--- config.mk ---
export PLATFORM = sky130hd
export DESIGN_NAME = ram_fifo_ctrl_flat
export DESIGN_NICKNAME = d
export VERILOG_FILES = /design/src/rtl/ram_fifo_ctrl_if.sv /design/src/rtl/ram_fifo_ctrl.sv /design/src/flat_wrapper.sv
export SDC_FILE = /design/constraint.sdc
export NUM_CORES = 1
export LEC_CHECK = 0
export CAP_MARGIN = 40
export CORE_UTILIZATION = 30
export DETAILED_ROUTE_END_ITERATION = 10
export HOLD_SLACK_MARGIN = 0.06
export PLACE_DENSITY = 0.62
export SYNTH_ARGS = -nofsm -noshare
export SYNTH_HDL_FRONTEND = slang
export SYNTH_SLANG_ARGS = --single-unit
--- constraint.sdc ---
create_clock -name clk -period 4.6 [get_ports clk]
set_input_delay 0.46 -clock clk [delete_from_list [all_inputs] [get_ports clk]]
set_output_delay 0.46 -clock clk [all_outputs]
set_load 0.05 [all_outputs]
--- src/rtl/ram_fifo_ctrl_if.sv ---
// ---------------------------------------------------------------------------
// ram_fifo_ctrl_if : producer/consumer streams and external RAM port bundle
// Rev 1.0 - initial release
// ---------------------------------------------------------------------------
`default_nettype none

interface ram_fifo_ctrl_if #(
  parameter int WIDTH = 4,
  parameter int DEPTH = 8
);
  localparam int AW = $clog2(DEPTH);

  logic             s_valid;
  logic             s_ready;
  logic [WIDTH-1:0] s_data;
  logic             m_valid;
  logic             m_ready;
  logic [WIDTH-1:0] m_data;
  logic             ram_wr_en;
  logic [AW-1:0]    ram_wr_addr;
  logic [WIDTH-1:0] ram_din;
  logic [AW-1:0]    ram_rd_addr;
  logic [WIDTH-1:0] ram_dout;
  logic [AW+1:0]    count;

  // Controller side
  modport slave (
    input  s_valid, s_data, m_ready, ram_dout,
    output s_ready, m_valid, m_data, ram_wr_en, ram_wr_addr, ram_din,
           ram_rd_addr, count
  );

  // Parent / environment side
  modport master (
    output s_valid, s_data, m_ready, ram_dout,
    input  s_ready, m_valid, m_data, ram_wr_en, ram_wr_addr, ram_din,
           ram_rd_addr, count
  );
endinterface

`default_nettype wire

--- src/rtl/ram_fifo_ctrl.sv ---
// ---------------------------------------------------------------------------
// ram_fifo_ctrl : FIFO controller for an external 1-cycle-read dual-port RAM
// Optional almost_full output enabled by macro RAM_FIFO_CTRL_ALMOST_FULL_EN.
// Rev 1.0 - initial release
// ---------------------------------------------------------------------------
`default_nettype none

module ram_fifo_ctrl #(
  parameter int WIDTH       = 4,
  parameter int DEPTH       = 8,
  parameter int AFULL_LEVEL = DEPTH - 2
) (
  input  wire logic      clk,
  input  wire logic      rst_n,
  ram_fifo_ctrl_if.slave if_bus
`ifdef RAM_FIFO_CTRL_ALMOST_FULL_EN
  ,
  output logic           almost_full
`endif
);
  localparam int          AW      = $clog2(DEPTH);
  localparam logic [AW:0] C_DEPTH = (AW+1)'(DEPTH);

  logic [AW:0]      r_wp;
  logic [AW:0]      r_rp;
  logic             r_pending;
  logic [1:0]       r_q_cnt;
  logic [WIDTH-1:0] r_q0;
  logic [WIDTH-1:0] r_q1;
  logic [AW+1:0]    r_count;

  logic [AW:0]      w_occ;
  logic [AW:0]      w_occ_nxt;
  logic             w_full;
  logic             w_empty;
  logic             w_m_valid;
  logic             w_push;
  logic             w_pop;
  logic             w_fetch;
  logic [2:0]       w_q_need;

  assign w_occ     = r_wp - r_rp;
  assign w_full    = (w_occ == C_DEPTH);
  assign w_empty   = (r_wp == r_rp);
  assign w_m_valid = (r_q_cnt != 2'd0);
  assign w_push    = if_bus.s_valid & ~w_full;
  assign w_pop     = w_m_valid & if_bus.m_ready;

  // Words that will occupy the queue after this edge, before any new fetch
  assign w_q_need  = {1'b0, r_q_cnt} + {2'b00, r_pending} - {2'b00, w_pop};
  assign w_fetch   = ~w_empty & (w_q_need < 3'd2);
  assign w_occ_nxt = w_occ + (AW+1)'(w_push) - (AW+1)'(w_fetch);

  assign if_bus.s_ready     = ~w_full;
  assign if_bus.ram_wr_en   = w_push;
  assign if_bus.ram_wr_addr = r_wp[AW-1:0];
  assign if_bus.ram_din     = if_bus.s_data;
  assign if_bus.ram_rd_addr = r_rp[AW-1:0];
  assign if_bus.m_valid     = w_m_valid;
  assign if_bus.m_data      = r_q0;
  assign if_bus.count       = r_count;

  always_ff @(posedge clk or negedge rst_n) begin
    if (!rst_n) begin
      r_wp      <= '0;
      r_rp      <= '0;
      r_pending <= 1'b0;
      r_q_cnt   <= 2'd0;
      r_count   <= '0;
    end else begin
      if (w_push)  r_wp <= r_wp + 1'b1;
      if (w_fetch) r_rp <= r_rp + 1'b1;
      r_pending <= w_fetch;
      r_q_cnt   <= w_q_need[1:0];
      r_count   <= (AW+2)'(w_occ_nxt) + (AW+2)'(w_fetch) + (AW+2)'(w_q_need);
    end
  end

  // q0 is always the head; a load lands behind whatever survives the pop
  always_ff @(posedge clk or negedge rst_n) begin
    if (!rst_n) begin
      r_q0 <= '0;
      r_q1 <= '0;
    end else if (r_pending && w_pop) begin
      if (r_q_cnt == 2'd2) begin
        r_q0 <= r_q1;
        r_q1 <= if_bus.ram_dout;
      end else begin
        r_q0 <= if_bus.ram_dout;
      end
    end else if (r_pending) begin
      if (r_q_cnt == 2'd0) r_q0 <= if_bus.ram_dout;
      else                 r_q1 <= if_bus.ram_dout;
    end else if (w_pop) begin
      r_q0 <= r_q1;
    end
  end

`ifdef RAM_FIFO_CTRL_ALMOST_FULL_EN
  logic r_afull;

  always_ff @(posedge clk or negedge rst_n) begin
    if (!rst_n) r_afull <= 1'b0;
    else        r_afull <= (32'(w_occ_nxt) >= AFULL_LEVEL);
  end

  assign almost_full = r_afull;
`endif

endmodule

`default_nettype wire

--- src/flat_wrapper.sv ---
// flat-port wrapper written by rule: the top's interface ports become plain ports
module ram_fifo_ctrl_flat 
#(
  parameter int WIDTH       = 4,
  parameter int DEPTH       = 8,
  parameter int AFULL_LEVEL = DEPTH - 2
)
  (clk, rst_n, if_bus_s_valid, if_bus_s_data, if_bus_m_ready, if_bus_ram_dout, if_bus_s_ready, if_bus_m_valid, if_bus_m_data, if_bus_ram_wr_en, if_bus_ram_wr_addr, if_bus_ram_din, if_bus_ram_rd_addr, if_bus_count);
  ram_fifo_ctrl_if #(.WIDTH(WIDTH), .DEPTH(DEPTH)) if_bus_i ();
  input  wire logic clk;
  input  wire logic rst_n;
  input wire logic [$bits(if_bus_i.s_valid)-1:0] if_bus_s_valid;
  input wire logic [$bits(if_bus_i.s_data)-1:0] if_bus_s_data;
  input wire logic [$bits(if_bus_i.m_ready)-1:0] if_bus_m_ready;
  input wire logic [$bits(if_bus_i.ram_dout)-1:0] if_bus_ram_dout;
  output wire logic [$bits(if_bus_i.s_ready)-1:0] if_bus_s_ready;
  output wire logic [$bits(if_bus_i.m_valid)-1:0] if_bus_m_valid;
  output wire logic [$bits(if_bus_i.m_data)-1:0] if_bus_m_data;
  output wire logic [$bits(if_bus_i.ram_wr_en)-1:0] if_bus_ram_wr_en;
  output wire logic [$bits(if_bus_i.ram_wr_addr)-1:0] if_bus_ram_wr_addr;
  output wire logic [$bits(if_bus_i.ram_din)-1:0] if_bus_ram_din;
  output wire logic [$bits(if_bus_i.ram_rd_addr)-1:0] if_bus_ram_rd_addr;
  output wire logic [$bits(if_bus_i.count)-1:0] if_bus_count;
  assign if_bus_i.s_valid = if_bus_s_valid;
  assign if_bus_i.s_data = if_bus_s_data;
  assign if_bus_i.m_ready = if_bus_m_ready;
  assign if_bus_i.ram_dout = if_bus_ram_dout;
  assign if_bus_s_ready = if_bus_i.s_ready;
  assign if_bus_m_valid = if_bus_i.m_valid;
  assign if_bus_m_data = if_bus_i.m_data;
  assign if_bus_ram_wr_en = if_bus_i.ram_wr_en;
  assign if_bus_ram_wr_addr = if_bus_i.ram_wr_addr;
  assign if_bus_ram_din = if_bus_i.ram_din;
  assign if_bus_ram_rd_addr = if_bus_i.ram_rd_addr;
  assign if_bus_count = if_bus_i.count;
  ram_fifo_ctrl #(.WIDTH(WIDTH), .DEPTH(DEPTH), .AFULL_LEVEL(AFULL_LEVEL)) u_core (.clk(clk), .rst_n(rst_n), .if_bus(if_bus_i));
endmodule
## After elaboration in Yosys (flattened, before gate mapping)

Index checks and enable logic that the tools add are counted.

| word-level totals | value |
|---|---|
| logic and storage cells | 44 |
| input bits | 12 |
| flip-flop bits (word level) | 24 |

| cells by class | value |
|---|---|
| equality and inequality tests | 6 |
| bitwise operators | 5 |
| mux-type cells | 9 |
| $lt $le $gt $ge | 1 |
| $add $sub $neg | 9 |
| reduce and logical (&&, ||, !) cells | 7 |

Operators with widths:

| kind | number |
|---|---|
| 4-bit 2-to-1 mux | 9 |
| 4-bit by 1-bit adder with 4-bit output, second input constant | 2 |
| 4-bit by 1-bit adder with 5-bit output | 1 |
| 5-bit by 3-bit adder with 5-bit output | 1 |
| 4-bit by 1-bit adder with 4-bit output | 1 |
| 4-bit == test | 1 |
| 4-bit == test, second input constant | 1 |
| 2-bit nonzero test | 2 |
| 4-bit by 1-bit subtractor with 4-bit output | 1 |
| 4-bit subtractor | 1 |
| 2-bit by 1-bit adder with 3-bit output | 1 |
| 1-bit AND | 3 |
| 3-bit by 2-bit < comparator with 1-bit output, second input constant | 1 |
| 3-bit inequality test, second input constant | 1 |
| 3-bit AND reduction | 1 |
| 3-bit nonzero test | 1 |
| 3-bit by 1-bit subtractor with 3-bit output | 1 |
| 2-bit == test, second input constant | 1 |
| 2-bit logical NOT | 1 |
| 2-bit by 1-bit inequality test with 1-bit output, second input constant | 1 |
| 2-bit inequality test, second input constant | 1 |
| 1-bit NOT | 2 |
| 2-bit AND reduction | 1 |
| 1-bit logical AND | 1 |

## Depth between registers and ports, before layout

Gate-level depths: netlist (run 1).

| logic depth | value |
|---|---|
| word-level depth | 8 |
| depth in mapped cells | 19 |

## Least setup slack after synthesis (run 1)

OpenSTA, ideal clock, no wires.

| timing path | value |
|---|---|
| path kind | register to register |
| start point | register u_core.r_rp[1] |
| end point | register u_core.r_count[3] (netlist: u_core.if_bus.count[3]) |
| data required time | 4.521 ns |
| stages on the path, launching flop included | 17 |
| path slack | 0.795 ns |
| arrival | 3.726 ns |
| cells stage by stage | dfrtp_1 inv_1 ha_1 a21o_1 a21oi_1 xor2_1 ha_1 nand3b_1 nand2_1 ha_1 inv_1 ha_1 fa_1 ha_1 a21o_1 a21oi_1 xor2_1 |

| between the ends | value |
|---|---|
| cells in the longest elaborated chain, start to end | 8 |
| elaborated cells on any way between the ends | 11 |
| classes of those cells | 5 x add/sub; 2 x eq/ne; 4 x bitwise |

RTL lines:

| element | line | RTL |
|---|---|---|
| start: declaration | ram_fifo_ctrl.sv:25 | `logic [AW:0] r_rp;` |
| start signal: assignment | ram_fifo_ctrl.sv:72 | `if (w_fetch) r_rp <= r_rp + 1'b1;` |
| 4-bit subtractor | ram_fifo_ctrl.sv:42 | `assign w_occ = r_wp - r_rp;` |
| 4-bit == test | ram_fifo_ctrl.sv:43 | `assign w_full = (w_occ == C_DEPTH);` |
| 1-bit NOT | -- |  |
| named net if_bus_s_ready | flat_wrapper.sv:16 | `output wire logic [$bits(if_bus_i.s_ready)-1:0] if_bus_s_ready;` |
| 1-bit AND | ram_fifo_ctrl.sv:46 | `assign w_push = if_bus.s_valid & ~w_full;` |
| 4-bit by 1-bit adder with 4-bit output | ram_fifo_ctrl.sv:52 | `assign w_occ_nxt = w_occ + (AW+1)'(w_push) - (AW+1)'(w_fetch);` |
| 4-bit by 1-bit subtractor with 4-bit output | ram_fifo_ctrl.sv:52 |  |
| 4-bit by 1-bit adder with 5-bit output | ram_fifo_ctrl.sv:75 | `r_count <= (AW+2)'(w_occ_nxt) + (AW+2)'(w_fetch) + (AW+2)'(w_q_need);` |
| 5-bit by 3-bit adder with 5-bit output | ram_fifo_ctrl.sv:75 |  |
| end signal: assignment | ram_fifo_ctrl.sv:75 |  |
| end: declaration | ram_fifo_ctrl.sv:30 | `logic [AW+1:0] r_count;` |

The timed path passes the listed nets, and every way through them passes these cells.
A chain may end at the register's enable or synchronous reset.

## Worst setup path in the final report (run 1)

| timing path | value |
|---|---|
| start point | input if_bus_m_ready |
| end point | register u_core.r_count[3] (netlist: u_core.if_bus.count[3]) |

| between the ends | value |
|---|---|
| cells in the longest elaborated chain, start to end | 7 |

RTL lines:

| element | line | RTL |
|---|---|---|
| start: declaration | flat_wrapper.sv:14 | `input wire logic [$bits(if_bus_i.m_ready)-1:0] if_bus_m_ready;` |
| 1-bit AND * | ram_fifo_ctrl.sv:47 | `assign w_pop = w_m_valid & if_bus.m_ready;` |
| 3-bit by 1-bit subtractor with 3-bit output * | ram_fifo_ctrl.sv:50 | `assign w_q_need = {1'b0, r_q_cnt} + {2'b00, r_pending} - {2'b00, w_pop};` |
| 3-bit by 2-bit < comparator with 1-bit output * | ram_fifo_ctrl.sv:51 | `assign w_fetch = ~w_empty & (w_q_need < 3'd2);` |
| 1-bit AND * | ram_fifo_ctrl.sv:51 |  |
| named net u_core.w_fetch | ram_fifo_ctrl.sv:39 | `logic w_fetch;` |
| 4-bit by 1-bit subtractor with 4-bit output | ram_fifo_ctrl.sv:52 |  |
| 4-bit by 1-bit adder with 5-bit output * | ram_fifo_ctrl.sv:75 |  |
| 5-bit by 3-bit adder with 5-bit output * | ram_fifo_ctrl.sv:75 |  |

Mark *: on every way through the listed nets, which the timed path passes. The rest lies on a longest branch.

==> flow_metrics.py, run 1 <==
metrics = {
    "logic_synthesis": {
        "synth_top_family_by_area": "adder cells",
        "synth.cell_area_sq_mm": 0.00147,
        "synthCells": 128,
        "synth_xor_area_share_pct": 8.33,
        "synthMostInstantiatedCell": "dfrtp_1",
        "yosys.area.top_type": "dfrtp_1",
        "synth_edf_count": 0,
        "ys_seq_area_share_pct": 40.8,
        "yosys_warnings": 0,
        "synth.distinct_cells": 25,
        "async_flop_share_pct": 100,
        "syn_nets": 160,
        "synth_fa_ha_area_share_pct": 19.6,
        "synth_compound_area_share_pct": 6.38,
        "synthTopCellsByArea": "dfrtp_1 (41%), ha_1 (13%), fa_1 (6.8%), mux2_2 (6.1%), buf_4 (5.1%)",
        "ys_top_cells_by_count": "dfrtp_1 (24), inv_1 (20), ha_1 (15)",
        "avgSynthCellArea_sq_um": 11.5,
        "synthSimpleGateAreaFrac_pct": 5.27,
        "synth_top_area_share_pct": 40.8,
        "synthMuxAreaShare_pct": 9.18,
        "synth-seq-cells": 24,
        "synth-main-ff-cell": "dfrtp_1",
    },
    "worst_setup_path": {
        "cpMostUsedCell": "ha_1",
        "crit_required_ns": 4.78,
        "path_delay_family": "adder cells",
        "max_stage_delay_ns": 0.47,
        "slowest_stage": "fa_1",
        "endpoint_kind": "register",
        "path_buf_inv": 5,
        "startpoint_type": "primary input",
        "crit_type": "primary input to register",
        "worstPathArrival_ns": 4.40,
        "crit_chain": "clkdlybuf4s50_1, nor2b_1, ha_1, inv_1, ha_1, inv_1, fa_1, xnor2_1, o211ai_2, inv_2, ha_1, inv_1, ha_1, fa_1, ha_1, a21o_1, a21oi_1, xor2_1",
        "crit_fanout": 6,
    },
    "clock_network": {
        "cts_made_buffers": 3,
        "cts.repair.resized": 0,
        "cts_sinks": 24,
        "clk_pin_slew_ns": 0.08,
        "root_buffer": "clkbuf_8",
        "cts.htree.levels": 1,
        "post-cts-setup-buffers": 0,
        "clock_path_buffers": 2,
        "clk_latency_ns": 0.26,
        "hold_buffers": 0,
        "cts_tree": "built",
    },
    "route": {
        "vias_per_cell": 4.26,
        "wl_met2_microns": 1230,
        "drc": 0,
        "wl_met3_microns": 79,
        "drt-met1-wl_microns": 1020,
        "ant_nets": 0,
        "via_count": 915,
        "dr.pass1.iters": 3,
        "maxUsedRoutingLayer": "met4",
        "routed_wirelength_microns": 2400,
        "wire_per_inst_microns": 11.2,
        "drt_iter0_markers": 21,
    },
    "timing": {
        "drv_slew": 0,
        "slew_headroom_pct": 64.7,
        "tightest_slew_ns": 0.528,
        "fin_crit_sh_pct": 91.7,
        "fmax_ghz": 0.237,
        "finalHoldViolCount": 0,
        "setup_viol": 0,
        "finalClockSkew_ns": 0.00192,
        "period_needed_ns": 4.22,
        "setup_tns_ns": 0,
        "rsz0062_at_grt": "false",
    },
    "grt": {
        "grt-ovfl-total": 0,
        "grt_max_degree": 15,
        "grt_usage_pct": 10.3,
        "grt_antenna_before_repair": 0,
        "grt_pass1_vias": 955,
        "grt_first_pass_wirelength_microns": 4200,
    },
    "floorplan": {
        "die_w_microns": 72.0,
        "dieHeight_microns": 72.0,
        "start_util_pct": 31.2,
        "fp.coreArea_sq_mm": 0.00472,
        "num_io_pins": 34,
        "std_cell_rows": 25,
        "die_area_sq_mm": 0.00519,
    },
    "worst_hold_path": {
        "hold_path.class": "register to register",
    },
    "status": {
        "status": "completed",
    },
    "finish": {
        "drive_gt1_share_pct": 13.5,
        "syn_to_final_growth_pct": 22.4,
        "insertedDiodeCount": 0,
        "final_nets": 181,
    },
    "placement": {
        "dp_hpwl_microns": 2030,
        "gp_congestion": 0.769,
        "portBuffers": 25,
    },
    "run": {
        "maxCapViolations": 0,
    },
}
[cell families (layout without fill, tap and decap cells)]
| family | after synthesis | in the layout |
|---|---|---|
| xor+xnor | 14 | 14 |
| compound gates | 12 | 12 |
| simple gates | 15 | 15 |
| buf+inv | 31 | 51 |
| mux | 12 | 12 |
| flops | 24 | 24 |
| fa+ha+maj | 20 | 20 |
[cells in the final DEF (no fill, tap or decap), drive strengths merged]
| master | synthesis | layout |
|---|---|---|
| a211oi | 1 | 1 |
| a21o | 3 | 3 |
| a21oi | 5 | 5 |
| a31oi | 1 | 1 |
| buf | 10 | 1 |
| clkbuf | 0 | 4 |
| clkdlybuf4s50 | 0 | 25 |
| dfrtp | 24 | 24 |
| fa | 5 | 5 |
| ha | 15 | 15 |
| inv | 21 | 21 |
| mux2 | 12 | 12 |
| nand2 | 7 | 7 |
| nand3 | 1 | 1 |
| nand3b | 1 | 1 |
| nand4 | 2 | 2 |
| nor2 | 3 | 3 |
| nor2b | 1 | 1 |
| o211ai | 1 | 1 |
| o21ai | 1 | 1 |
| xnor2 | 8 | 8 |
| xor2 | 6 | 6 |
[through the flow]
step	setup slack, ns	hold WS [ns]	instance area [sq um]	utilization (%)	cells
after floorplan	0.795	0.164	1470	-	128
after global placement	0.271	0.481	1730	36.6	210
after detailed placement	0.0866	0.486	1750	37.0	211
after CTS	0.349	0.501	1800	38.1	215
after global routing	0.0128	0.513	1800	38.1	215
final	0.381	0.493	1800	38.1	215
[path summary, 6_finish.rpt]
path	startpoint	endpoint	slack, ns	depth (start not counted)
worst max-delay path	if_bus_m_ready	u_core.if_bus.count[3]	0.38	18
worst min-delay path	u_core.r_rp[3]	u_core.r_rp[3]	0.49	1
worst max register to register	u_core.r_q_cnt[1]	u_core.if_bus.count[3]	0.48	18
worst min register to register	u_core.r_rp[3]	u_core.r_rp[3]	0.49	1
max in group asynchronous	rst_n	u_core.r_rp[3]	3.58	2
min in group asynchronous	rst_n	u_core.r_q1[2]	0.54	1
[routing by layer]
| layer | vias to the layer above | GRT usage (%) |
|---|---|---|
| li1 | 447 | - |
| met1 | 446 | 12.6 |
| met2 | 18 | 17.8 |
| met3 | 4 | 1.53 |
| met4 | 0 | 4.79 |
| met5 | - | 0 |
[sequential cells by signal (all words and copies together) (netlist names)]
register and count:
u_core.if_bus.count 5, u_core.if_bus.m_data 4, u_core.r_pending 1, u_core.r_q1 4, u_core.r_q_cnt 2, u_core.r_rp 4, u_core.r_wp 4
[layout make-up]
| type | count | area [sq um] |
|---|---|---|
| fill | 459 | 2920 |
| multi-input combinational | 73 | 717 |
| sequential | 24 | 601 |
| timing repair buffer | 26 | 265 |
| tap | 67 | 83.8 |
| inverter | 21 | 78.8 |
| clock buffer | 4 | 55.1 |
Power of run 1 is left out: the tool's default activity adds up to more than one toggle a clock period on the data nets, which glitch-free logic cannot reach.
==> run 2, diff against run 1 <==
CORE_MARGIN = 2   (was unset)
CTS_CLUSTER_DIAMETER = 50   (was unset)
DONT_BUFFER_PORTS = 1   (was unset)
PLACE_DENSITY = 0.53   (was 0.62)
==> run 2 against run 1 <==
Effect of this change:
- highest routed layer unchanged
- sequential cell count unchanged
- clock skew is 0.0021 ns higher
- count of clock-buffer cells in the layout decreased by 1
- global-route usage down 0.24 points
- via count is 9.4% lower
- non-clock buffer count shrank 17
- design area shrank 9.5%
- critical path type is now register to register
- sequential share of layout area up 3.5 points
- largest cell class unchanged
- critical endpoint unchanged
==> flow_metrics.py, run 2 (synthesis gave the netlist of run 1 again) <==
metrics = {
    "worst_setup_path": {
        "max_stage_delay_ns": 0.48,
        "endpoint_kind": "register",
        "crit_fanout": 6,
        "startpoint": "u_core.r_q_cnt[1]",
        "startpoint_type": "register",
        "crit_type": "register to register",
        "r2r-start": "u_core.r_q_cnt[1]",
        "cpMostUsedCell": "ha_1",
        "crit_chain": "nor2_2, nor2b_1, ha_1, inv_1, ha_1, inv_1, fa_1, xnor2_1, o211ai_2, inv_2, ha_1, inv_1, ha_1, fa_1, ha_1, a21o_1, a21oi_1, xor2_1",
        "crit_required_ns": 4.79,
        "slowest_stage": "dfrtp_1",
        "worstPathArrival_ns": 4.33,
    },
    "timing": {
        "rsz0062_at_grt": "false",
        "fmax_ghz": 0.241,
        "finalHoldViolCount": 0,
        "tightest_slew_ns": 0.560,
        "setup_tns_ns": 0,
        "finalClockSkew_ns": 0.00404,
        "setup_viol": 0,
        "period_needed_ns": 4.14,
        "fin_crit_sh_pct": 90.0,
        "slew_headroom_pct": 62.6,
        "drv_slew": 0,
    },
    "worst_hold_path": {
        "min_from": "if_bus_ram_dout[0]",
        "hold_path.class": "primary input to register",
    },
    "finish": {
        "layout_common_cells": "dfrtp_1 (24), inv_1 (20), ha_1 (15)",
        "final_common_cell": "dfrtp_1",
        "insertedDiodeCount": 0,
        "instances_no_fill": 198,
        "syn_to_final_growth_pct": 10.7,
        "final_nets": 164,
        "largest_reg_flops": 5,
        "drive_gt1_share_pct": 20.6,
    },
    "route": {
        "drt_iter0_markers": 17,
        "drc": 0,
        "wire_per_inst_microns": 11.7,
        "ant_nets": 0,
        "routed_wirelength_microns": 2320,
        "via_count": 829,
        "vias_per_cell": 4.19,
        "dr.pass1.iters": 3,
    },
    "floorplan": {
        "dieHeight_microns": 74.0,
        "start_util_pct": 31.2,
        "die_area_sq_mm": 0.00548,
        "die_w_microns": 74.0,
        "num_io_pins": 34,
        "std_cell_rows": 25,
        "fp.coreArea_sq_mm": 0.00472,
    },
    "grt": {
        "grt_usage_pct": 10.0,
        "grt-ovfl-total": 0,
        "grt_antenna_before_repair": 0,
        "grt_max_degree": 25,
        "grt_first_pass_wirelength_microns": 4180,
        "grt_pass1_vias": 939,
    },
    "clock_network": {
        "cts.repair.resized": 0,
        "clock_path_buffers": 2,
        "clk_pin_slew_ns": 0.08,
        "cts_made_buffers": 3,
        "root_buffer": "clkbuf_8",
        "cts_tree": "built",
        "clk_latency_ns": 0.26,
        "cts_sinks": 24,
        "post-cts-setup-buffers": 0,
        "hold_buffers": 1,
        "cts.htree.levels": 1,
    },
    "run": {
        "maxCapViolations": 0,
    },
    "placement": {
        "dp.cells": 192,
        "gp_congestion": 0.730,
        "dp_hpwl_microns": 1870,
        "portBuffers": 0,
    },
    "status": {
        "status": "completed",
    },
}
run 2: cell types whose count changed in the layout (fill, tap and decap cells not counted):
cell / change
dlygate4sd3_1: +1
bufinv_16: +1
clkbuf_8: -1
buf_4: +7
clkdlybuf4s50_1: -25
run 2: final timing paths:
path,depth (start not counted),endpoint,slack (ns)
setup / recovery,18,u_core.if_bus.count[3],0.46
hold / removal,1,u_core.r_q1[0],0.34
setup reg to reg,18,u_core.if_bus.count[3],0.46
hold reg to reg,1,u_core.r_wp[3],0.50
max in group asynchronous,2,u_core.r_wp[0],3.49
min in group asynchronous,1,u_core.r_q1[1],0.62
run 2: worst max-delay path, delay by kind of cell, from the launching register on:
kind,cells,cell delay (ns)
fa+ha+maj,7,1.96
compound gates,3,0.55
flops,1,0.48
xor+xnor,2,0.43
simple gates,2,0.35
buf+inv,4,0.30
run 2: routing by layer:
layer  global-route usage [%]  share of wire, %  up-vias  routed length [microns]
met2                     16.8                47       24                     1090
met5                        0                 0        -                        0
met1                     12.1                45      393                     1050
met3                     3.66               7.3        2                      169
met4                     3.03              0.73        0                       17
li1                         -                 -      410                        -
run 2: cell type report:
cell class / instances / area (sq um)
clock buffers: 3 / 41.3
clock inverters: 1 / 30.0
fillers: 468 / 3090
inverters: 21 / 78.8
multi-input cells: 73 / 717
flip-flops and latches: 24 / 601
well taps: 67 / 83.8
repair buffers: 9 / 77.6
run 2: stage by stage:
stage	cell area, sq um	setup slack, ns	hold slack, ns	util [%]
after floorplan	1470	0.795	0.164	-
after global placement	1530	0.614	0.165	32.5
after detailed placement	1530	0.493	0.165	32.5
after CTS	1610	0.437	0.329	34.2
after global routing	1630	0.0527	0.328	34.5
final	1630	0.458	0.340	34.5
Power of run 2 is left out for the same reason.
==> variant: new RTL, settings of run 1 <==
`WIDTH` is set to 4 in 3 places; all go to 5.
--- a/src/rtl/ram_fifo_ctrl_if.sv
+++ b/src/rtl/ram_fifo_ctrl_if.sv
@@ -5,7 +5,7 @@
 `default_nettype none
 
 interface ram_fifo_ctrl_if #(
-  parameter int WIDTH = 4,
+  parameter int WIDTH = 5,
   parameter int DEPTH = 8
 );
   localparam int AW = $clog2(DEPTH);
--- a/src/rtl/ram_fifo_ctrl.sv
+++ b/src/rtl/ram_fifo_ctrl.sv
@@ -6,7 +6,7 @@
 `default_nettype none
 
 module ram_fifo_ctrl #(
-  parameter int WIDTH       = 4,
+  parameter int WIDTH       = 5,
   parameter int DEPTH       = 8,
   parameter int AFULL_LEVEL = DEPTH - 2
 ) (
--- a/src/flat_wrapper.sv
+++ b/src/flat_wrapper.sv
@@ -1,7 +1,7 @@
 // flat-port wrapper written by rule: the top's interface ports become plain ports
 module ram_fifo_ctrl_flat 
 #(
-  parameter int WIDTH       = 4,
+  parameter int WIDTH       = 5,
   parameter int DEPTH       = 8,
   parameter int AFULL_LEVEL = DEPTH - 2
 )
Interface: changed (resized if_bus_m_data, if_bus_ram_din, if_bus_ram_dout and if_bus_s_data); port bits go from 34 to 38. No check against the original RTL was run, so the function may have changed too.
==> variant against run 1 <==
Sequential cell count rose by 2; via count increased by 5.0%; die area rose by 6.2%; register-to-register slack better by 0.05 ns; first-iteration DRC count up 9.5%; worst setup slack better by 0.074 ns; critical path depth is the same; area after synthesis rose by 6.4%; final area is 7.5% higher; routed wire length is 13% higher; count of clock-buffer cells in the layout decreased by 1; worst hold slack got worse by 0.0024 ns; critical endpoint unchanged.
Power is not shown: default switching activity piles up to over one toggle a cycle in this logic, so the estimate is an artifact.
==> variant: results (changes against run 1) <==
- Total half-perimeter wirelength after legalization and detailed placement: 2.16 mm (was 2.03 mm)
- Number of placed instances, taps included: 218 (was 211)
- Pre-CTS setup slack: 0.128 ns (was 0.0866 ns)
- GR Util met3: 3.39% (was 1.53%)
- Met2 wire len: 1.28 mm (was 1.23 mm)
- Final GP Congestion: 0.778 (was 0.769)
- Count of buffers from port buffering: 27 (was 25)
- Share of the synthesized netlist area taken by xor and xnor gates: 7.83% (was 8.33%)
- Layout filler cell count: 482 (was 459)
- Distinct cells, synth: 24 (was 25)
- Routed length on met3: 143 µm (was 79 µm)
- Main area contributors after synthesis: dfrtp_1 (42%), ha_1 (12%), mux2_2 (11%), fa_1 (6.4%), buf_4 (5.3%) (was dfrtp_1 (41%), ha_1 (13%), fa_1 (6.8%), mux2_2 (6.1%), buf_4 (5.1%))
- First-pass iteration count of the detailed router: 4 (was 3)
- Fraction of layout instances using a drive strength above 1: 18.1% (was 13.5%)
- Routed via count: 961 (was 915)
- Hold wc startpoint: u_core.r_wp[3] (was u_core.r_rp[3])
- Final nets: 190 (was 181)
- Clock Skew: 0.00529 ns (was 0.00192 ns)
- Met1 usage in global routing: 14.1% (was 12.6%)
- Mux cell area share after synthesis: 10.8% (was 9.18%)
- Global routing met2 resource utilization: 19.2% (was 17.8%)
- Global-route wire length before repair: 4.65 mm (was 4.20 mm)
- Status: complete, no violations (unchanged)
- Sequential cell area fraction in the yosys report: 41.6% (was 40.8%)
- Arrival time at the worst endpoint: 4.35 ns (was 4.40 ns)
- Net count after synthesis: 168 (was 160)
- Average size of a mapped cell: 11.7 µm² (was 11.5 µm²)
-- variant: cells by family after synthesis --
family	count (synthesis)
flip-flops	26
XOR/XNOR	14
AND/OR/NAND/NOR	15
adder cells (fa/ha/maj)	20
multiplexers	15
AO/OA/AOI/OAI	12
buffers and inverters	32
-- variant: worst paths after layout --
path | end | slack [ns]
max | u_core.if_bus.count[3] | 0.45
min | u_core.r_wp[3] | 0.49
max reg2reg | u_core.if_bus.count[3] | 0.53
min reg2reg | u_core.r_wp[3] | 0.49
max in group asynchronous | u_core.r_wp[3] | 3.56
min in group asynchronous | u_core.r_q1[3] | 0.55
-- variant: area by class of cell --
type	instances	area share (%)
tap	67	4.33
inverter	21	4.07
clock buffer	3	2.13
sequential	26	33.6
timing repair buffer	28	15.4
clock inverter	1	1.55
multi-input combinational	76	38.9
